==> src/rtl/sap1_control_seq.sv <==
// sap1_control_seq: SAP-1 hardwired control sequencer (T1..T6 ring counter, opcode decode, halt latch).
module sap1_control_seq #(
    parameter logic [3:0] OP_LDA = 4'b0000,
    parameter logic [3:0] OP_ADD = 4'b0001,
    parameter logic [3:0] OP_SUB = 4'b0010,
    parameter logic [3:0] OP_OUT = 4'b1110,
    parameter logic [3:0] OP_HLT = 4'b1111
) (
    input  logic       CLK,
    input  logic       CLR_N,
    input  logic [3:0] OPCODE,
    output logic [5:0] T_STATE,
    output logic       CP,
    output logic       EP,
    output logic       LM,
    output logic       CE,
    output logic       LI,
    output logic       EI,
    output logic       LA,
    output logic       EA,
    output logic       SU,
    output logic       EU,
    output logic       LB,
    output logic       LO,
    output logic       HLT
);
    logic halted;
    logic is_lda, is_add, is_sub, is_out, is_mem, run;

    // Halting freezes the ring at T4; only CLR_N releases it.
    always_ff @(posedge CLK or negedge CLR_N) begin
        if (!CLR_N) begin
            T_STATE <= 6'b000001;
            halted  <= 1'b0;
        end else if (!halted) begin
            if (T_STATE[3] && OPCODE == OP_HLT)
                halted <= 1'b1;
            else
                T_STATE <= {T_STATE[4:0], T_STATE[5]};
        end
    end

    always_comb begin
        is_lda = OPCODE == OP_LDA;
        is_add = OPCODE == OP_ADD;
        is_sub = OPCODE == OP_SUB;
        is_out = OPCODE == OP_OUT;
        is_mem = is_lda | is_add | is_sub;
        run    = !halted;
        EP     = run & T_STATE[0];
        CP     = run & T_STATE[1];
        LI     = run & T_STATE[2];
        LM     = run & (T_STATE[0] | (T_STATE[3] & is_mem));
        CE     = run & (T_STATE[2] | (T_STATE[4] & is_mem));
        EI     = run & T_STATE[3] & is_mem;
        EA     = run & T_STATE[3] & is_out;
        LO     = run & T_STATE[3] & is_out;
        LB     = run & T_STATE[4] & (is_add | is_sub);
        LA     = run & ((T_STATE[4] & is_lda) | (T_STATE[5] & (is_add | is_sub)));
        EU     = run & T_STATE[5] & (is_add | is_sub);
        SU     = run & T_STATE[5] & is_sub;
        HLT    = halted;
    end
endmodule

==> config.mk <==
export PLATFORM = sky130hd
export DESIGN_NAME = sap1_control_seq
export DESIGN_NICKNAME = d
export VERILOG_FILES = /design/src/rtl/sap1_control_seq.sv
export SDC_FILE = /design/constraint.sdc
export NUM_CORES = 1
export LEC_CHECK = 0
export BUFFER_PORTS_ARGS = -buffer_cell sky130_fd_sc_hd__buf_2
export CAP_MARGIN = 20
export CORE_MARGIN = 3
export CORE_UTILIZATION = 30
export DETAILED_ROUTE_END_ITERATION = 6
export PLACE_DENSITY = 0.54
export SLEW_MARGIN = 20
export SYNTH_ARGS = -nofsm -noshare
export SYNTH_HDL_FRONTEND = slang
export SYNTH_SLANG_ARGS = --single-unit
==> constraint.sdc <==
create_clock -name CLK -period 2.6 [get_ports CLK]
set_input_delay 0.13 -clock CLK [delete_from_list [all_inputs] [get_ports CLK]]
set_output_delay 0.13 -clock CLK [all_outputs]
set_load 0.02 [all_outputs]
# Word level (Yosys, flattened, before mapping)

Index checks and enable logic that the tools add are counted.

Flip-flop bits (word level): 7
Latch bits: 0
RAM bits: 0
Bits in read-only memories: 0
Output and inout bits: 19
Memories: 0

$add $sub $neg: 0
$mul: 0
Divide/modulo/power cells: 0
$lt $le $gt $ge: 0
Equality and inequality tests: 4
Shifts and indexed selects: 0
Muxes and demuxes: 2
Bitwise logic cells: 26
Reduce and logical (&&, ||, !) cells: 4

Operators with widths:

| kind                                           | number |
|---|---|
| AND 1 bit                                      | 18 |
| == test 4 bit (second input constant)          | 2 |
| bitwise OR 1 bit                               | 6 |
| == test 4 x 1 -> 1 bit (second input constant) | 1 |
| == test 4 x 2 -> 1 bit (second input constant) | 1 |
| logical NOT 4 bit                              | 1 |
| 2-to-1 mux 1 bit                               | 2 |
| NOT 1 bit                                      | 2 |
| AND reduction 2 bit                            | 1 |
| logical AND 1 bit                              | 1 |
| logical NOT 1 bit                              | 1 |

# Logic depth before layout (Yosys ltp)

Depth in word-level cells: 6
Depth in mapped cells: 4
Mapped depth without buffers: 4

# Worst setup path after synthesis

OpenSTA, ideal clock, no wires.

Path kind: reg-to-output
From: register halted (netlist: HLT)
To: output port LO
Arrival time: 1.867 ns
Setup slack: 0.603 ns
Stages on the path, launching flop included: 4
Cell sequence: dfrtp_1 -> clkbuf_1 -> nor4b_1 -> buf_4

Cells in the longest elaborated chain, start to end: 3

RTL lines:

| item                     | line | source |
|---|---|---|
| start: declaration       | 27   | `logic halted;` |
| start signal: assignment | 34   | `halted <= 1'b0;` |
| start signal: assignment | 37   | `halted <= 1'b1;` |
| logical NOT 1 bit        | 49   | `run = !halted;` |
| AND 1 bit (2 in a row)   | -    |  |
| end: declaration         | 24   | `output logic LO,` |

Every way passes these cells.

# Worst setup path in the final report

From: register halted (netlist: HLT)
To: output port LB

Cells in the longest elaborated chain, start to end: 3

RTL lines:

| item                   | line | source |
|---|---|---|
| logical NOT 1 bit      | 49   |  |
| AND 1 bit (2 in a row) | 58   | `LB = run & T_STATE[4] & (is_add \| is_sub);` |
| end: declaration       | 23   | `output logic LB,` |

Every way passes these cells.

==> impl_metrics.sql <==
INSERT INTO impl_metrics (metric_group, metric, value, unit) VALUES
('cts', 'clock_tree.root_cell', 'clkbuf_4', ''),
('final_layout', 'layoutNonFillerInstCount', '85', ''),
('grt', 'global_route.overflow_total', '0', ''),
('synthesis', 'post_synthesis_instance_area', '433', 'um2'),
('sta', 'setup_violations', '0', ''),
('placement', 'placedCellCount', '80', ''),
('cts', 'tritoncts.num_buffers', '3', ''),
('route', 'detail_route.first_pass.iterations', '4', ''),
('setup_path', 'crit_path_end_kind', 'primary output', ''),
('route', 'routed_wl', '1070', 'um'),
('placement', 'port_buffer_count', '24', ''),
('sta', 'finClkSkew', '2.08', 'ps'),
('synthesis', 'synth_commonest_cells', 'dfrtp_1, and3_1, nor2_1, o21ai_0', ''),
('route', 'number_of_routed_nets_with_antenna_violations', '0', ''),
('synthesis', 'synth_sequential_area_ratio', '0.408', ''),
('sta', 'timing.final.ws_setup', '954', 'ps'),
('final_layout', 'synthToLayoutAreaGrowth', '37.9', '%'),
('grt', 'grt_util_all_layers', '0.126', ''),
('sta', 'hold-worst-slack', '237', 'ps'),
('setup_path', 'worstPathMaxFanout', '13', ''),
('synthesis', 'synth.lib_cells_used.distinct', '27', ''),
('synthesis', 'async_reset_ff_frac', '1.00', ''),
('sta', 'fmaxAchievable', '608', 'MHz'),
('final_layout', 'num_antenna_cells', '0', ''),
('grt', 'pin_count_of_the_biggest_net_entering_global_routing', '14', ''),
('setup_path', 'critPathRequiredTime', '2470', 'ps'),
('cts', 'clock_insertion_delay_worst_skew', '250', 'ps'),
('synthesis', 'yosysWarningCount', '0', ''),
('floorplanning', 'floorplan.die.height', '44.0', 'um'),
('setup_path', 'reg2reg_to', 'T_STATE[5]', ''),
('pwr', 'power_per_cell_area', '1260', 'mW/mm2'),
('cts', 'cts_tree', 'yes', ''),
('min_path', 'hold_path_class', 'in -> async', ''),
('setup_path', 'critical_path_arrival', '1520', 'ps'),
('sta', 'hold_viol', '0', ''),
('floorplanning', 'start_util', '0.325', ''),
('pwr', 'pwr-share-comb', '0.526', ''),
('floorplanning', 'die_width', '44.0', 'um'),
('pwr', 'vdd_ir_drop_max', '547', 'uV'),
('floorplanning', 'design.die.area', '0.00193', 'mm2'),
('pwr', 'p_sw_frac', '0.471', ''),
('pwr', 'cellLeakagePower', '0.315', 'nW'),
('pwr', 'internal_power', '399', 'uW'),
('cts', 'cts_setup_buffers', '0', ''),
('cts', 'clock_tree.htree_level_count', '1', ''),
('outcome', 'run_status', 'completed', ''),
('route', 'routedWlPerCell', '12.6', 'um'),
('synthesis', 'avgSynthCellArea', '10.1', 'um2'),
('setup_path', 'r2r_cells', '3', ''),
('synthesis', 'ys_seq_elements', '7', ''),
('route', 'drt_first_iter_violations', '7', ''),
('sta', 'timing.final.max_slew_violations', '0', ''),
('sta', 'max_slew.worst_pin.slew', '428', 'ps'),
('cts', 'numClockSinks', '7', ''),
('setup_path', 'ff2ff_setup_slack', '1280', 'ps'),
('route', 'post_route_drc_violation_count', '0', ''),
('sta', 'setup_total_negative_slack', '0', 'ps'),
('flow_run', 'maxCapViolations', '0', ''),
('synthesis', 'synth-main-ff-cell', 'dfrtp_1', ''),
('synthesis', 'synth_top_cells_by_area', 'dfrtp_1, mux2_4, a41oi_4', ''),
('final_layout', 'nNetsFinal', '77', ''),
('pwr', 'seq_power_share', '0.347', ''),
('sta', 'final_period_demand_of_the_worst_path', '1650', 'ps'),
('floorplanning', 'core', '0.00133', 'mm2'),
('setup_path', 'cp-start-kind', 'flip-flop', ''),
('sta', 'rsz0062_at_grt', 'no', ''),
('synthesis', 'synth_cells', '43', ''),
('grt', 'grt_pass1_wl', '1770', 'um'),
('synthesis', 'yosysMostFrequentCell', 'dfrtp_1', ''),
('pwr', 'netSwitchingPower', '355', 'uW'),
('placement', 'place_hpwl', '798', 'um');
==> sequential cells by signal (all words and copies together), names as in the netlist <==
| register | cells |
|---|---|
| HLT | 1 |
| T_STATE | 6 |
==> per-stage QoR <==
step                utilization  power, mW  cell area [um2]
global route              0.447      0.811              597
finish                    0.447      0.754              597
floorplan                     -      0.526              433
detailed placement        0.420      0.659              561
CTS                       0.447      0.763              597
global placement          0.420      0.663              561
==> area by class of cell <==
| class | count | area (um2) |
|---|---|---|
| Tap cell | 15 | 18.8 |
| Inverter | 3 | 11.3 |
| Timing Repair Buffer | 25 | 130 |
| Fill cell | 153 | 737 |
| Clock buffer | 4 | 26.3 |
| Sequential cell | 7 | 176 |
| Multi-Input combinational cell | 31 | 234 |
==> repair_timing <==
action                                 CTS  global route
resized for setup                        0             0
hold buffers                             1             0
endpoints found under the hold margin    7             0
==> how the worst max path moves through the flow <==
stage	slack, ps	from	to	depth (start not counted)
after floorplan	600	HLT	LO	3
after global placement	1280	HLT	EU	3
after detailed placement	1210	HLT	LB	3
after CTS	930	HLT	LB	3
after global routing	750	HLT	LB	3
final	950	HLT	LB	3
==> critical path, stage by stage (launching register included) <==
cell,delay (ps)
dfrtp_1,520
nor3_1,370
and3_1,210
buf_2,160
==> power groups by stage <==
stage	clock network, mW	registers, mW	logic, mW
floorplan	0	0.297	0.228
global placement	0	0.263	0.400
detailed placement	0	0.261	0.398
CTS	0.102	0.260	0.400
global route	0.108	0.276	0.427
finish	0.0959	0.262	0.397
==> cell usage in the layout, fill, tap and decap left out, drive strengths merged, types with 2 or more instances in the layout <==
master and n:
nand3 2, and3 3, and2 2, inv 3, clkbuf 4, a31oi 2, nor2b 2, mux2 3
nor2 3, dfrtp 6, o21ai 3, buf 24
==> per-layer routing <==
metal  track usage  up-vias  wire, um
met3        0.0249        2       100
met2         0.163       18       476
met4        0.0904        0        14
met5             0        -         0
met1         0.183      200       480
li1              -      212         -
==> logic make-up after synthesis <==
group / Yosys count / share of synthesized area
simple gates: 17 / 0.228
mux: 4 / 0.118
xor+xnor: 1 / 0.0202
buf+inv: 5 / 0.0520
flops: 7 / 0.408
compound gates: 9 / 0.173
(Power assumes the default switching activity.)
